## config.mk

```make
export PLATFORM = sky130hd
export DESIGN_NAME = uart_tx_mmio_flat
export DESIGN_NICKNAME = d
export VERILOG_FILES = /design/src/rtl/uart_tx_mmio_if.sv /design/src/rtl/uart_tx_mmio.sv /design/src/flat_wrapper.sv
export SDC_FILE = /design/constraint.sdc
export NUM_CORES = 1
export LEC_CHECK = 0
export ABC_AREA = 1
export BUFFER_PORTS_ARGS = -buffer_cell sky130_fd_sc_hd__clkbuf_2
export CAP_MARGIN = 20
export CORE_ASPECT_RATIO = 0.7
export CORE_MARGIN = 1.5
export CORE_UTILIZATION = 40
export CTS_BUF_LIST = sky130_fd_sc_hd__clkbuf_8
export CTS_CLUSTER_SIZE = 10
export DETAILED_ROUTE_END_ITERATION = 6
export GPL_ROUTABILITY_DRIVEN = 0
export PLACE_DENSITY_LB_ADDON = 0.3
export SETUP_SLACK_MARGIN = 0.3
export SLEW_MARGIN = 10
export SYNTH_ARGS = -nofsm -noshare
export SYNTH_HDL_FRONTEND = slang
export SYNTH_SLANG_ARGS = --single-unit
```

## constraint.sdc

```tcl
create_clock -name clk -period 5.4 [get_ports clk]
set_input_delay 1.08 -clock clk [delete_from_list [all_inputs] [get_ports clk]]
set_output_delay 1.08 -clock clk [all_outputs]
set_load 0.01 [all_outputs]
```

## src/rtl/uart_tx_mmio_if.sv

```systemverilog
// uart_tx_mmio_if: data-bus access signals shared by the core and the UART window
interface uart_tx_mmio_if;
  logic        en;
  logic        wr;
  logic [31:0] addr;
  logic [31:0] wdata;
  logic [31:0] rdata;
  modport master (output en, wr, addr, wdata, input rdata);
  modport slave  (input en, wr, addr, wdata, output rdata);
endinterface

```

## src/rtl/uart_tx_mmio.sv

```systemverilog
// uart_tx_mmio: memory-mapped 8N1 UART transmitter with TX FIFO and programmable divisor
module uart_tx_mmio #(
  parameter logic [31:0] BASE       = 32'h0000_1000,
  parameter int          FIFO_DEPTH = 4,
  parameter logic [15:0] DIV_RESET  = 16'd16
) (
  input  logic           clk,
  input  logic           rst,
  uart_tx_mmio_if.slave  bus,
  output logic           txd,
  output logic           irq
);
  localparam int PW = $clog2(FIFO_DEPTH);
  localparam int CW = PW + 1;
  typedef enum logic [1:0] {IDLE, START, DATA, STOP} state_t;
  state_t        state_q, state_d;
  logic [7:0]    mem_q [FIFO_DEPTH];
  logic [PW-1:0] wp_q, wp_d, rp_q, rp_d;
  logic [CW-1:0] cnt_q, cnt_d;
  logic [15:0]   div_q, div_d, tmr_q, tmr_d, reload;
  logic [7:0]    sh_q, sh_d;
  logic [2:0]    bit_q, bit_d;
  logic          txd_q, txd_d, ovf_q, ovf_d, te_q, te_d, ie_q, ie_d;
  logic [31:0]   rdata_q, rdata_d, status;
  logic [1:0]    sel;
  logic          hit, full, empty, wr_tx, wr_div, wr_ctrl, push, pop;
  always_comb begin
    sel     = bus.addr[3:2];
    hit     = bus.en && (bus.addr[31:4] == BASE[31:4]);
    full    = cnt_q == CW'(FIFO_DEPTH);
    empty   = cnt_q == '0;
    wr_tx   = hit && bus.wr && sel == 2'd0;
    wr_div  = hit && bus.wr && sel == 2'd2;
    wr_ctrl = hit && bus.wr && sel == 2'd3;
    pop     = state_q == IDLE && te_q && !empty;
    // a pop in the same edge frees a slot, so a full FIFO still accepts the push
    push    = wr_tx && (!full || pop);
    reload  = (div_q == '0) ? 16'd0 : div_q - 16'd1;
    status  = {20'd0, 4'(cnt_q), 4'd0, ovf_q, empty, full, state_q != IDLE};
    wp_d    = push ? wp_q + PW'(1) : wp_q;
    rp_d    = pop ? rp_q + PW'(1) : rp_q;
    cnt_d   = cnt_q + CW'(push) - CW'(pop);
    ovf_d   = (wr_tx && full && !pop) ? 1'b1 : (wr_ctrl && bus.wdata[2]) ? 1'b0 : ovf_q;
    div_d   = wr_div ? bus.wdata[15:0] : div_q;
    te_d    = wr_ctrl ? bus.wdata[0] : te_q;
    ie_d    = wr_ctrl ? bus.wdata[1] : ie_q;
    rdata_d = !(hit && !bus.wr) ? rdata_q :
              sel == 2'd0 ? 32'd0 :
              sel == 2'd1 ? status :
              sel == 2'd2 ? {16'd0, div_q} : {30'd0, ie_q, te_q};
    state_d = state_q;
    tmr_d   = (tmr_q == '0) ? tmr_q : tmr_q - 16'd1;
    sh_d    = sh_q;
    bit_d   = bit_q;
    txd_d   = txd_q;
    case (state_q)
      IDLE:  if (pop) begin
        state_d = START;
        sh_d    = mem_q[rp_q];
        txd_d   = 1'b0;
        tmr_d   = reload;
      end
      START: if (tmr_q == '0) begin
        state_d = DATA;
        bit_d   = 3'd0;
        txd_d   = sh_q[0];
        tmr_d   = reload;
      end
      DATA:  if (tmr_q == '0) begin
        tmr_d   = reload;
        state_d = (bit_q == 3'd7) ? STOP : DATA;
        txd_d   = (bit_q == 3'd7) ? 1'b1 : sh_q[1];
        sh_d    = sh_q >> 1;
        bit_d   = bit_q + 3'd1;
      end
      STOP:  if (tmr_q == '0) state_d = IDLE;
      default: state_d = IDLE;
    endcase
  end
  always_ff @(posedge clk) begin
    if (rst) begin
      state_q <= IDLE;
      wp_q    <= '0;
      rp_q    <= '0;
      cnt_q   <= '0;
      div_q   <= DIV_RESET;
      tmr_q   <= '0;
      sh_q    <= '0;
      bit_q   <= '0;
      txd_q   <= 1'b1;
      ovf_q   <= 1'b0;
      te_q    <= 1'b0;
      ie_q    <= 1'b0;
      rdata_q <= '0;
    end else begin
      state_q <= state_d;
      wp_q    <= wp_d;
      rp_q    <= rp_d;
      cnt_q   <= cnt_d;
      div_q   <= div_d;
      tmr_q   <= tmr_d;
      sh_q    <= sh_d;
      bit_q   <= bit_d;
      txd_q   <= txd_d;
      ovf_q   <= ovf_d;
      te_q    <= te_d;
      ie_q    <= ie_d;
      rdata_q <= rdata_d;
    end
  end
  always_ff @(posedge clk) begin
    if (push) mem_q[wp_q] <= bus.wdata[7:0];
  end
  assign bus.rdata = rdata_q;
  assign txd       = txd_q;
  assign irq       = ie_q && empty;
endmodule

```

## src/flat_wrapper.sv

```systemverilog
// flat-port wrapper written by rule: the top's interface ports become plain ports
module uart_tx_mmio_flat 
#(
  parameter logic [31:0] BASE       = 32'h0000_1000,
  parameter int          FIFO_DEPTH = 4,
  parameter logic [15:0] DIV_RESET  = 16'd16
)
  (clk, rst, txd, irq, bus_en, bus_wr, bus_addr, bus_wdata, bus_rdata);
  uart_tx_mmio_if bus_i ();
  input  logic clk;
  input  logic rst;
  output logic txd;
  output logic irq;
  input wire logic [$bits(bus_i.en)-1:0] bus_en;
  input wire logic [$bits(bus_i.wr)-1:0] bus_wr;
  input wire logic [$bits(bus_i.addr)-1:0] bus_addr;
  input wire logic [$bits(bus_i.wdata)-1:0] bus_wdata;
  output wire logic [$bits(bus_i.rdata)-1:0] bus_rdata;
  assign bus_i.en = bus_en;
  assign bus_i.wr = bus_wr;
  assign bus_i.addr = bus_addr;
  assign bus_i.wdata = bus_wdata;
  assign bus_rdata = bus_i.rdata;
  uart_tx_mmio #(.BASE(BASE), .FIFO_DEPTH(FIFO_DEPTH), .DIV_RESET(DIV_RESET)) u_core (.clk(clk), .rst(rst), .bus(bus_i), .txd(txd), .irq(irq));
endmodule
```

==> results of run 1 <==
cell type report:
| class | instances | share of cell area [%] |
|---|---|---|
| clock buffers | 9 | 1.98 |
| clock inverters | 7 | 1.20 |
| repair buffers | 68 | 5.79 |
| well taps | 190 | 3.80 |
| flip-flops and latches | 106 | 39.0 |
| multi-input cells | 523 | 42.5 |
| inverters | 95 | 5.69 |
how the worst max path moves through the flow:
stage                  from          endpoint  slack, ns  depth (start not counted)
2_1_floorplan  bus_addr[26]   u_core.cnt_q[2]       2.70                         14
3_3_place_gp    bus_addr[3]   u_core.div_q[8]       2.11                          6
4_1_cts         bus_addr[3]  u_core.div_q[15]       2.44                          6
3_5_place_dp    bus_addr[3]  u_core.div_q[15]       2.03                          6
5_1_grt         bus_addr[3]  u_core.div_q[10]       2.14                          6
6_report        bus_addr[3]  u_core.div_q[15]       2.43                          6
registers in the layout, indices dropped and copies added, names as in the netlist, 3 cells and up, named ones only:
| name | cells |
|---|---|
| u_core.mem_q | 32 |
| u_core.div_q | 16 |
| u_core.cnt_q | 3 |
| u_core.sh_q | 8 |
| u_core.bit_q | 3 |
| u_core.bus.rdata | 16 |
| u_core.tmr_q | 16 |
power groups by stage:
stage                     Sequential [mW]  Combinational, mW  Clock [mW]
after floorplan                     0.905              0.457           0
after global routing                0.902              0.650       0.554
after CTS                           0.897              0.565       0.519
after global placement              0.915              0.554           0
after detailed placement            0.915              0.557           0
final                               0.899              0.574       0.509
metal layers:
layer	vias to the layer above	wire length (um)	track usage, %
li1	2515	-	-
met1	2105	7310	28.8
met2	158	4910	26.4
met3	12	841	3.97
met4	0	142	5.42
met5	-	0	0
per-stage QoR:
step                      hold slack (ns)  area (um2)  setup WS [ns]
after global placement              0.437        6040           2.11
final                               0.458        6260           2.43
after detailed placement            0.447        6040           2.03
after global routing                0.496        6260           2.14
after floorplan                     0.425        5710           2.70
after CTS                           0.463        6230           2.44
kinds of logic (layout without fill, tap and decap cells):
logic type / count (synthesis) / after routing / synth area share [%]
other: 1 / 16 / 0.0663
adder cells (fa/ha/maj): 18 / 18 / 4.12
buffers and inverters: 133 / 179 / 10.7
flip-flops: 106 / 106 / 43.2
XOR/XNOR: 17 / 17 / 2.63
AO/OA/AOI/OAI: 147 / 147 / 13.9
AND/OR/NAND/NOR: 325 / 325 / 25.4
cells in the final DEF (no fill, tap or decap), types with 13 or more instances in the layout:
cell        n
dfxtp_1    74
a21oi_1    54
o21ai_0    72
nand2_1   105
xor2_1     13
edfxtp_1   32
nand3_1    37
inv_1      91
nor2_1    128
nor3_1     15
ha_1       17
clkbuf_2   67
conb_1     16
critical path, cell delays in order:
cell and delay [ns]:
clkbuf_2 0.12, inv_1 0.08, nor2_1 0.53, nand3_1 0.84
o21ai_0 0.49, a21oi_1 0.06
==> flow_metrics.tcl, run 1 <==
set metrics [dict create \
    synth_common_cells "128 x nor2_1, 105 x nand2_1, 91 x inv_1" \
    syn_to_final_growth_pct 10.8 \
    drc 0 \
    worstSkewPairLatency_ns 0.39 \
    cts_root_buf "clkbuf_8" \
    multiInputGateArea_mm2 0.00266 \
    critPathKind "input port to register" \
    seq_power_share_pct 45.3 \
    dp_hpwl_mm 9.84 \
    finalMaxSlewViolations 0 \
    period_minus_slack_ns 2.97 \
    synthArstFlopShare_pct 0 \
    path_clk_slew_ns 0.11 \
    r2r-end "u_core.mem_q[1][5]" \
    num_io_pins 102 \
    port_buffers 67 \
    internal_power_mw 1.29 \
    min-delay-start "u_core.sh_q[4]" \
    startpoint_type "input port" \
    status "complete, no violations" \
    crit_arrival_ns 3.22 \
    antenna_found_initial 0 \
    synth_most_common_cell "nor2_1" \
    yosys_most_used_dff "dfxtp_1" \
    grt_pass1_vias 4430 \
    grt_pass1_wl_mm 21.9 \
    track_usage_pct 18.8 \
    maxCapViolations 0 \
    n_fill_cell 1466 \
    setup_violations 0 \
    ys_seq_area_share_pct 43.2 \
    grt_max_degree 42 \
    cp_max_fo 31 \
    yosys-top-cells-area "dfxtp_1 26%, edfxtp_1 17%, nor2_1 8.5%" \
    regToRegSetupSlack_ns 2.97 \
    clock_sinks 106 \
    rr_startpoint "u_core.state_q[1]" \
    initial_core_util_pct 40.8 \
    switching_share_pct 34.9 \
    crit_required_ns 5.65 \
    min_path_type "register to register" \
    synth_top_cell_area_share_pct 26.2 \
    finalHoldViolations 0 \
    routed_wl_mm 13.2 \
    yosysTopAreaCell "dfxtp_1" \
    fp-row-count 36 \
    drive_above_1_share_pct 14.7 \
    die_y_um 102 \
    ant_nets 0 \
    min_to "u_core.sh_q[4]" \
    clockPowerShare_pct 25.7 \
    pwr-share-comb_pct 29.0 \
    r2r_cells 6 \
    routedWlPerCell_um 13.2 \
    p_leak_nw 2.78 \
    drt-pass1-iter-count 6 \
    power_switching_mw 0.692 \
    vias_per_cell 4.80 \
    die-area_mm2 0.0149 \
    fin_tns_setup_ns 0 \
    final_core_util_pct 45.1 \
    via_count 4790 \
    timing.fmax_mhz 337 \
    cts_max_level 3 \
    placed_cells 981 \
    netlist_area_mm2 0.00565 \
    max-slew-margin-rel_pct 33.9 \
    endpoint_kind "register" \
    power_density_mw_per_mm2 316 \
    cts_buffers 9 \
    antenna_cells 0 \
    period_share_pct 55.0 \
    synth_seq_cells 106 \
    max_slew.worst_pin.slew_ns 0.989 \
    layout.area.seq_mm2 0.00244 \
    ir_drop_uv 145 \
    finalNetCount 889 \
    cts_buffer_depth 2 \
    core-area_mm2 0.0139 \
    postCtsHoldBufs 0 \
    finClkSkew_ns 0.0153 \
    syn_avg_cell_area_um2 7.57 \
    drt-initial-drc-count 288 \
    cts_tree "yes" \
    min_path_cells 2 \
    syn_inst 747 \
    synth.distinct_cells 37 \
    cts_resized 0 \
    synth-edff-count 32 \
    gr-total-overflow 0 \
    die_x_um 145 \
    cts_setup_buffers 0 \
    stdcell_count 998 \
    p_total_mw 1.98 \
    ys_warn_count 0 \
    rsz0062_at_grt "false" \
]
(Power assumes the default switching activity.)
==> run 2: changes to the inputs <==
--- a/config.mk
+++ b/config.mk
@@ -5,7 +5,7 @@
 export SDC_FILE = /design/constraint.sdc
 export NUM_CORES = 1
 export LEC_CHECK = 0
-export ABC_AREA = 1
+export ABC_AREA = 0
 export BUFFER_PORTS_ARGS = -buffer_cell sky130_fd_sc_hd__clkbuf_2
 export CAP_MARGIN = 20
 export CORE_ASPECT_RATIO = 0.7
==> constraint.sdc (replaced) <==
create_clock -name clk -period 2.5 [get_ports clk]
set_input_delay 0.5 -clock clk [delete_from_list [all_inputs] [get_ports clk]]
set_output_delay 0.5 -clock clk [all_outputs]
set_load 0.01 [all_outputs]
==> flow_metrics.tcl, run 2 <==
set metrics [dict create \
    startpoint_type "register" \
    pwr-share-comb_pct 30.7 \
    drc 0 \
    setup_violations 0 \
    ys_seq_area_share_pct 47.4 \
    ant_nets 0 \
    yosys-top-cells-area "dfxtp_1 29%, edfxtp_1 19%, mux2i_1 5.0%" \
    routed_wl_mm 11.1 \
    fin_tns_setup_ns 0 \
    vias_per_cell 5.16 \
    die-area_mm2 0.0136 \
    drt-initial-drc-count 296 \
    final_cell_mix "71 x dfxtp_1, 67 x clkbuf_2, 62 x nor2_1" \
    power_switching_mw 1.47 \
    place_area_mm2 0.00576 \
    synth_most_common_cell "dfxtp_1" \
    via_count 3837 \
    period_minus_slack_ns 2.26 \
    ys_warn_count 0 \
    grt_max_degree 45 \
    critPathKind "register to register" \
    finClkSkew_ns 0.00762 \
    num_io_pins 102 \
    ir_drop_uv 330 \
    synth_common_cells "74 x dfxtp_1, 62 x nor2_1, 32 x edfxtp_1" \
    dp_slack_ns 0.00224 \
    min-delay-start "bus_wdata[10]" \
    initial_core_util_pct 41.2 \
    cp_cell_sequence "inv_4, ha_4, nand2_4, a311o_1, nor4_4, ha_2, inv_2, fa_2, xor2_2, xnor2_1, nor2_1" \
    min_path_type "input port to register" \
    cts_max_level 3 \
    yosysTopAreaCell "dfxtp_1" \
    power_density_mw_per_mm2 729 \
    syn_avg_cell_area_um2 10.5 \
    yosys_most_used_dff "dfxtp_1" \
    maxCapViolations 0 \
    syn_to_final_growth_pct 18.3 \
    largest_reg_flops 32 \
    endpoint_kind "register" \
    grt_pass1_vias 3659 \
    fin_area_mm2 0.00610 \
    drt-pass1-iter-count 4 \
    die_x_um 139 \
    postCtsHoldBufs 0 \
    synthArstFlopShare_pct 0 \
    netlist_area_mm2 0.00516 \
    worstSkewPairLatency_ns 0.37 \
    core-area_mm2 0.0125 \
    layout_setup_ws_ns 0.245 \
    clock_sinks 106 \
    synth-edff-count 32 \
    final_core_util_pct 48.8 \
    drive_above_1_share_pct 27.5 \
    slowest_delay_ns 0.39 \
    cts_root_buf "clkbuf_8" \
    track_usage_pct 16.9 \
    antenna_found_initial 0 \
    synth.distinct_cells 55 \
    synth_seq_cells 106 \
    critPathLaunch "u_core.state_q[1]" \
    cts_buffer_depth 2 \
    gr-total-overflow 0 \
    grt_pass1_wl_mm 18.4 \
    final_common_cell "dfxtp_1" \
    cts_tree "yes" \
    status "complete, no violations" \
    finalNetCount 662 \
    period_share_pct 90.2 \
    routedWlPerCell_um 14.9 \
    seq_power_share_pct 45.7 \
    clockPowerShare_pct 23.6 \
    worst-path-buf-inv 2 \
    finalMaxSlewViolations 0 \
    top_register "u_core.mem_q" \
    syn_inst 491 \
    cp_max_fo 4 \
    cp_slowest_cell "a311o_1" \
    internal_power_mw 2.98 \
    synth_top_cell_area_share_pct 28.7 \
    rr_startpoint "u_core.state_q[1]" \
    cpLargestDelayFamily "adder cells" \
    switching_share_pct 33.1 \
    fp-row-count 34 \
    crit_required_ns 2.76 \
    port_buffers 67 \
    hold_ws_ns 0.358 \
    rsz0062_at_grt "true" \
    dp_hpwl_mm 8.16 \
    finalHoldViolations 0 \
    antenna_cells 0 \
    path_clk_slew_ns 0.10 \
    die_y_um 98.0 \
    cts_buffers 9 \
    crit_arrival_ns 2.51 \
    p_leak_nw 2.24 \
    timing.fmax_mhz 443 \
]
run 2: metrics by stage:
| step | total power, mW | cells |
|---|---|---|
| CTS | 4.45 | 739 |
| finish | 4.45 | 743 |
| global placement | 3.35 | 718 |
| detailed placement | 3.39 | 718 |
| floorplan | 3.12 | 506 |
| global route | 4.69 | 743 |
run 2: layer usage:
| layer | wire length [um] | track usage (%) | share of wire [%] | vias up |
|---|---|---|---|---|
| met3 | 628 | 3.78 | 5.7 | 8 |
| met1 | 5450 | 24.2 | 49 | 1805 |
| met2 | 4900 | 25.8 | 44 | 102 |
| li1 | - | - | - | 1922 |
| met4 | 127 | 5.05 | 1.1 | 0 |
| met5 | 0 | 0 | 0 | - |
run 2: what timing repair did:
action	in CTS	in global routing
buffers inserted	5	4
setup endpoints to repair	10	50
endpoints found under the hold margin	0	0
resized for setup	5	21
pin swaps	5	5
run 2: worst min-delay path, stage by stage:
cell      delay [ns]
clkbuf_2        0.07
mux2i_1         0.05
nor2_1          0.07
run 2: worst paths after layout:
check	cells after the start	to	slack (ns)
max reg2reg	11	u_core.cnt_q[2]	0.24
min	3	u_core.div_q[10]	0.36
min reg2reg	2	u_core.bus.rdata[12]	0.48
max	11	u_core.cnt_q[2]	0.24
run 2: power groups by stage:
stage,clock network (mW),registers [mW],logic [mW]
6_report,1.05,2.03,1.36
5_1_grt,1.14,2.05,1.50
4_1_cts,1.07,2.03,1.35
3_5_place_dp,0,2.07,1.32
3_3_place_gp,0,2.07,1.29
2_1_floorplan,0,2.05,1.07
run 2: cell type report:
class | count | area (um2)
Multi-Input combinational cell | 344 | 2560
Timing Repair Buffer | 100 | 641
Inverter | 15 | 58.8
Fill cell | 1157 | 6410
Tap cell | 162 | 203
Clock inverter | 7 | 68.8
Clock buffer | 9 | 124
Sequential cell | 106 | 2450
run 2: cells by family (layout without fill, tap and decap cells):
| family | count (synthesis) | in the layout | share of synthesized area [%] |
|---|---|---|---|
| AND/OR/NAND/NOR | 167 | 167 | 16.7 |
| other | 1 | 16 | 0.0727 |
| multiplexers | 35 | 35 | 8.76 |
| XOR/XNOR | 29 | 29 | 4.92 |
| AO/OA/AOI/OAI | 79 | 79 | 11.6 |
| buffers and inverters | 56 | 131 | 5.99 |
| flip-flops | 106 | 106 | 47.4 |
| adder cells (fa/ha/maj) | 18 | 18 | 4.51 |
